**config.mk**
```make
export PLATFORM = sky130hd
export DESIGN_NAME = jump_charge_meter
export DESIGN_NICKNAME = d
export VERILOG_FILES = /design/src/rtl/jump_charge_meter.sv
export SDC_FILE = /design/constraint.sdc
export NUM_CORES = 1
export LEC_CHECK = 0
export BUFFER_PORTS_ARGS = -buffer_cell sky130_fd_sc_hd__clkbuf_2
export CAP_MARGIN = 20
export CORE_ASPECT_RATIO = 0.8
export CORE_UTILIZATION = 36
export CTS_CLUSTER_SIZE = 25
export DETAILED_ROUTE_END_ITERATION = 6
export PLACE_DENSITY = 0.52
export SLEW_MARGIN = 20
export SYNTH_ARGS = -nofsm -noshare
export SYNTH_HDL_FRONTEND = slang
export SYNTH_SLANG_ARGS = --single-unit
```
**constraint.sdc**
```tcl
create_clock -name clk -period 3.1 [get_ports clk]
set_clock_uncertainty 0.15 [all_clocks]
set_input_delay 0.62 -clock clk [delete_from_list [all_inputs] [get_ports clk]]
set_output_delay 0.62 -clock clk [all_outputs]
set_load 0.02 [all_outputs]
```
**src/rtl/jump_charge_meter.sv**
```systemverilog
// Jump charge meter: times a button press in charge ticks, scales the tick count to a
// saturated jump distance and strobes end_of_jump with the distance valid.
module jump_charge_meter #(
    parameter int unsigned TICK_DIV    = 500000,
    parameter int unsigned MAX_TICKS   = 300,
    parameter int unsigned MIN_TICKS   = 2,
    parameter int unsigned DIST_GAIN   = 1,
    parameter int unsigned DIST_SHIFT  = 0,
    parameter int unsigned BLINK_TICKS = 25,
    parameter int unsigned DIST_WIDTH  = 16
) (
    input  logic                  clk,
    input  logic                  rst,
    input  logic                  jump_btn,
    input  logic                  jump_busy,
    output logic [DIST_WIDTH-1:0] jump_dist,
    output logic                  end_of_jump,
    output logic [15:0]           press_time,
    output logic                  light_on,
    output logic                  light_blink
);

    localparam int unsigned TW  = $clog2(MAX_TICKS + 1);
    localparam int unsigned PSW = (TICK_DIV > 1) ? $clog2(TICK_DIV) : 1;
    localparam int unsigned BW  = (BLINK_TICKS > 1) ? $clog2(BLINK_TICKS) : 1;
    // Wide enough that ticks * DIST_GAIN never truncates before saturation.
    localparam int unsigned PW  = TW + 32 + DIST_WIDTH;
    localparam logic [PW-1:0] DistMax = {{(PW - DIST_WIDTH){1'b0}}, {DIST_WIDTH{1'b1}}};

    typedef enum logic [1:0] {StIdle, StCharge, StCalc, StFire} state_e;

    state_e           state_q;
    logic             btn_q;
    logic [PSW-1:0]   prescaler_q;
    logic [TW-1:0]    ticks_q;
    logic [BW-1:0]    blink_cnt_q;

    logic             rise;
    logic             tick_wrap;
    logic             saturated;
    logic [TW-1:0]    ticks_inc;
    logic [PW-1:0]    prod;
    logic [PW-1:0]    scaled;
    logic [DIST_WIDTH-1:0] dist_sat;

    always_comb begin
        rise      = jump_btn & ~btn_q;
        tick_wrap = (prescaler_q == PSW'(TICK_DIV - 1));
        saturated = (ticks_q == TW'(MAX_TICKS));
        ticks_inc = saturated ? ticks_q : ticks_q + TW'(1);
        prod      = PW'(ticks_q) * PW'(DIST_GAIN);
        scaled    = prod >> DIST_SHIFT;
        dist_sat  = (scaled > DistMax) ? {DIST_WIDTH{1'b1}} : scaled[DIST_WIDTH-1:0];
    end

    always_ff @(posedge clk) begin
        if (rst) begin
            state_q     <= StIdle;
            btn_q       <= 1'b1;
            prescaler_q <= '0;
            ticks_q     <= '0;
            blink_cnt_q <= '0;
            jump_dist   <= '0;
            end_of_jump <= 1'b0;
            press_time  <= '0;
            light_on    <= 1'b0;
            light_blink <= 1'b0;
        end else begin
            btn_q       <= jump_btn;
            end_of_jump <= 1'b0;
            unique case (state_q)
                StIdle: begin
                    if (rise && !jump_busy) begin
                        state_q     <= StCharge;
                        prescaler_q <= '0;
                        ticks_q     <= '0;
                        blink_cnt_q <= '0;
                        press_time  <= '0;
                        light_on    <= 1'b1;
                    end
                end
                StCharge: begin
                    if (!jump_btn) begin
                        light_on    <= 1'b0;
                        light_blink <= 1'b0;
                        state_q     <= (32'(ticks_q) < MIN_TICKS) ? StIdle : StCalc;
                    end else if (tick_wrap) begin
                        prescaler_q <= '0;
                        ticks_q     <= ticks_inc;
                        press_time  <= 16'(ticks_inc);
                        // Blink only counts wraps that occur while already saturated.
                        if (saturated) begin
                            if (blink_cnt_q == BW'(BLINK_TICKS - 1)) begin
                                blink_cnt_q <= '0;
                                light_blink <= ~light_blink;
                            end else begin
                                blink_cnt_q <= blink_cnt_q + BW'(1);
                            end
                        end
                    end else begin
                        prescaler_q <= prescaler_q + PSW'(1);
                    end
                end
                StCalc: begin
                    jump_dist <= dist_sat;
                    state_q   <= StFire;
                end
                StFire: begin
                    end_of_jump <= 1'b1;
                    state_q     <= StIdle;
                end
                default: state_q <= StIdle;
            endcase
        end
    end

endmodule

```
==> results.toml <==
[outcome]
outcome = "finished, final reports clean"

[logic_synthesis]
netlist_instances = 317
synth_seq_area_share_pct = 38.6
synth_async_reset_ratio_pct = 0
post_synth_instance_area_um2 = 2490
yosysTopAreaCell = "sky130_fd_sc_hd__dfxtp_1"
synth_seq_cells = 48
synth_area_leaders = "sky130_fd_sc_hd__dfxtp_1 39%, sky130_fd_sc_hd__nand2_1 6.0%, sky130_fd_sc_hd__nor2_1 5.0%"
yosysTopAreaCellShare_pct = 38.6
synth_edf_count = 0
yosysUniqueCellTypes = 45
synth_flop_cell = "sky130_fd_sc_hd__dfxtp_1"
yosysWarnings = 0
synth.avg_cell_area_um2 = 7.86

[sta]
finalHoldViolations = 0
final_max_slew_viol_count = 0
max-slew-margin-rel_pct = 40.8
setup_tns_ns = 0
rsz0062_at_grt = "false"
period_share_pct = 82.4
setup_viol = 0
worst_slew_pin_slew_ns = 0.885
setup_ws_ns = 0.546
final_critical_path_time_including_i_o_delays_and_setup_ns = 2.55
max_freq_mhz = 392

[global_route]
groute.usage.overall_pct = 17.9
global_route_wire_length_before_repair_um = 10200
antenna_found_initial = 0
vias_in_the_first_global_route = 2030
grt_start_max_net_pins = 21
grt_overflow_total = 0

[detailed_routing]
drt_iter0_drc = 120
totalWireLength_um = 6140
post_route_drc_violation_count = 0
avgViaCountPerCell = 5.29
dr_total_vias = 2232
post_detailed_route_count_of_antenna_violating_nets = 0
first_pass_iters = 4
wl_per_cell_um = 14.5

[cts]
cts_inserted_buffers = 5
postCtsSetupBuffers = 0
holdBufCountCts = 0
tritoncts_clock_tree = "yes"
worst_setup_hold_path_clk_slew_ns = 0.09
cts_buffer_depth = 2
root_buffer = "sky130_fd_sc_hd__clkbuf_8"
clock_insertion_delay_worst_skew_ns = 0.30
clkSinkCount = 48
resized_cells_post_cts = 0
cts_htree_levels = 2

[placed_design]
dp_slack_ns = 0.581
detailed_place.area_um2 = 2640
gp_congestion = 0.803
dp_hpwl_um = 4190
portBuffers = 24
post-place-cells = 414

[min_path]
type_of_the_most_critical_hold_path = "reg -> reg"

[worst_setup_path]
critical_path.cell_chain = "or3_1 -> or3_1 -> or4_1 -> or4_1 -> a21oi_1"
critPathArrivalTime_ns = 2.63
critical_path.endpoint_type = "flop"
timing.critical_path.slowest_cell_delay_ns = 0.50
criticalPathCategory = "reg -> reg"
start_kind = "flop"
critical_path_peak_fanout = 10
cpMaxStageDelayCell = "sky130_fd_sc_hd__or3_1"
worstPathRequired_ns = 3.18

[pwr]
power-per-cell-area_nw_per_um2 = 391
power.ir.vdd_worst_v = 0.000155
static_leakage_nw = 0.951

[job]
timing.max_cap.violations = 0

[layout]
n_fill_cell = 713
fraction_of_layout_cells_with_a_size_suffix_above_1_pct = 12.1
layout.cell_area.non_filler_um2 = 2730
fin_nets = 346
layout-area-overhead-vs-synth_pct = 9.34
antenna_cells_inserted = 0
finish.cell_count_without_fillers = 422

[floorplanning]
placement_rows = 26
fp.coreArea_um2 = 6540
io_pins = 39
initial_core_util_pct = 38.1
fp.dieW_um = 95.0
total_die_area_um2 = 7260
die_height_um = 76.4
sequential cells by signal (all words and copies together), names as in the netlist, named ones only:
register	count
jump_dist	9
light_on	1
btn_q	1
press_time	9
blink_cnt_q	5
state_q	1
prescaler_q	19
light_blink	1
end_of_jump	1
worst paths after layout:
check	startpoint	end	slack [ns]	cells past startpoint
setup / recovery	press_time[4]	light_blink	0.55	5
hold / removal	jump_dist[1]	jump_dist[1]	0.31	2
setup reg to reg	press_time[4]	light_blink	0.55	5
hold reg to reg	jump_dist[1]	jump_dist[1]	0.31	2
layout make-up:
cell class / count / area [µm²] / share of cell area (%)
flip-flops and latches: 48 / 961 / 35.3
inverters: 10 / 37.5 / 1.38
repair buffers: 29 / 158 / 5.79
clock buffers: 8 / 90.1 / 3.31
well taps: 84 / 105 / 3.86
multi-input cells: 243 / 1370 / 50.4
stage by stage:
step | power [mW] | util, % | hold WS (ns)
after floorplan | 0.689 | - | 0.312
after global placement | 0.692 | 40.3 | 0.294
after detailed placement | 0.691 | 40.3 | 0.297
after CTS | 1.08 | 41.7 | 0.310
after global routing | 1.11 | 41.7 | 0.331
final | 1.07 | 41.7 | 0.306
cell families (layout without fill, tap and decap cells):
family,count (synthesis),after routing,synth area share (%)
AOI/OAI and AO/OA,60,60,14.6
adders and majority gates,5,5,2.51
buffers and inverters,39,47,8.28
DFF,48,48,38.6
and+or+nand+nor,149,149,30.6
xor gates and xnor gates,15,15,5.27
other,1,14,0.150
where the power goes:
part / total [mW] / internal (mW) / switching, mW
logic: 0.0558 / 0.0115 / 0.0443
registers: 0.621 / 0.618 / 0.00286
clock network: 0.388 / 0.182 / 0.206
total: 1.07 / 0.812 / 0.253
metal layers:
layer  up-vias  track usage (%)  wire, µm  part of all wire, %
met3         5             3.79       298                  4.9
met5         -                0         0                    0
li1       1135                -         -                    -
met4         0             4.39        54                 0.88
met2        58             24.7      2520                   41
met1      1034             27.8      3270                   53
cells in the mapped netlist, drive strengths merged, types with 3 or more instances:
library cell  number
xor2               8
xnor2              7
nor3               8
or4                4
clkbuf            14
nand3             15
o211ai             3
a31oi              7
o21ai             13
ha                 5
a21oi             24
nand4b             3
or3                5
nor4b              3
buf               15
nor2b              4
nand3b             3
nor4               5
dfxtp             48
nand4             13
inv               10
nand2             40
nor2              33
placed cells by master (no fill, tap or decap), drive strengths merged, types with 2 or more instances in the layout:
cell type / netlist / final
nor2b: 4 / 4
ha: 5 / 5
clkbuf: 14 / 32
nor2: 33 / 33
nand2b: 2 / 2
nand4: 13 / 13
nand3: 15 / 15
nand3b: 3 / 3
nor4: 5 / 5
o21ai: 13 / 13
inv: 10 / 10
a31oi: 7 / 7
dfxtp: 48 / 48
a211oi: 2 / 2
nor3b: 2 / 2
nand2: 40 / 40
or4: 4 / 4
a21oi: 24 / 24
nand4b: 3 / 3
xor2: 8 / 8
or4b: 2 / 2
or2: 2 / 2
conb: 1 / 14
or3: 5 / 5
and4: 2 / 2
buf: 15 / 5
xnor2: 7 / 7
nor3: 8 / 8
nor4b: 3 / 3
o211ai: 3 / 3
worst max-delay path, delay by kind of cell (launching register included):
kind	cells	cell delay, ns
and+or+nand+nor	4	1.81
DFF	1	0.39
AOI/OAI and AO/OA	1	0.13
No activity file was read; power rests on OpenSTA's default activity.
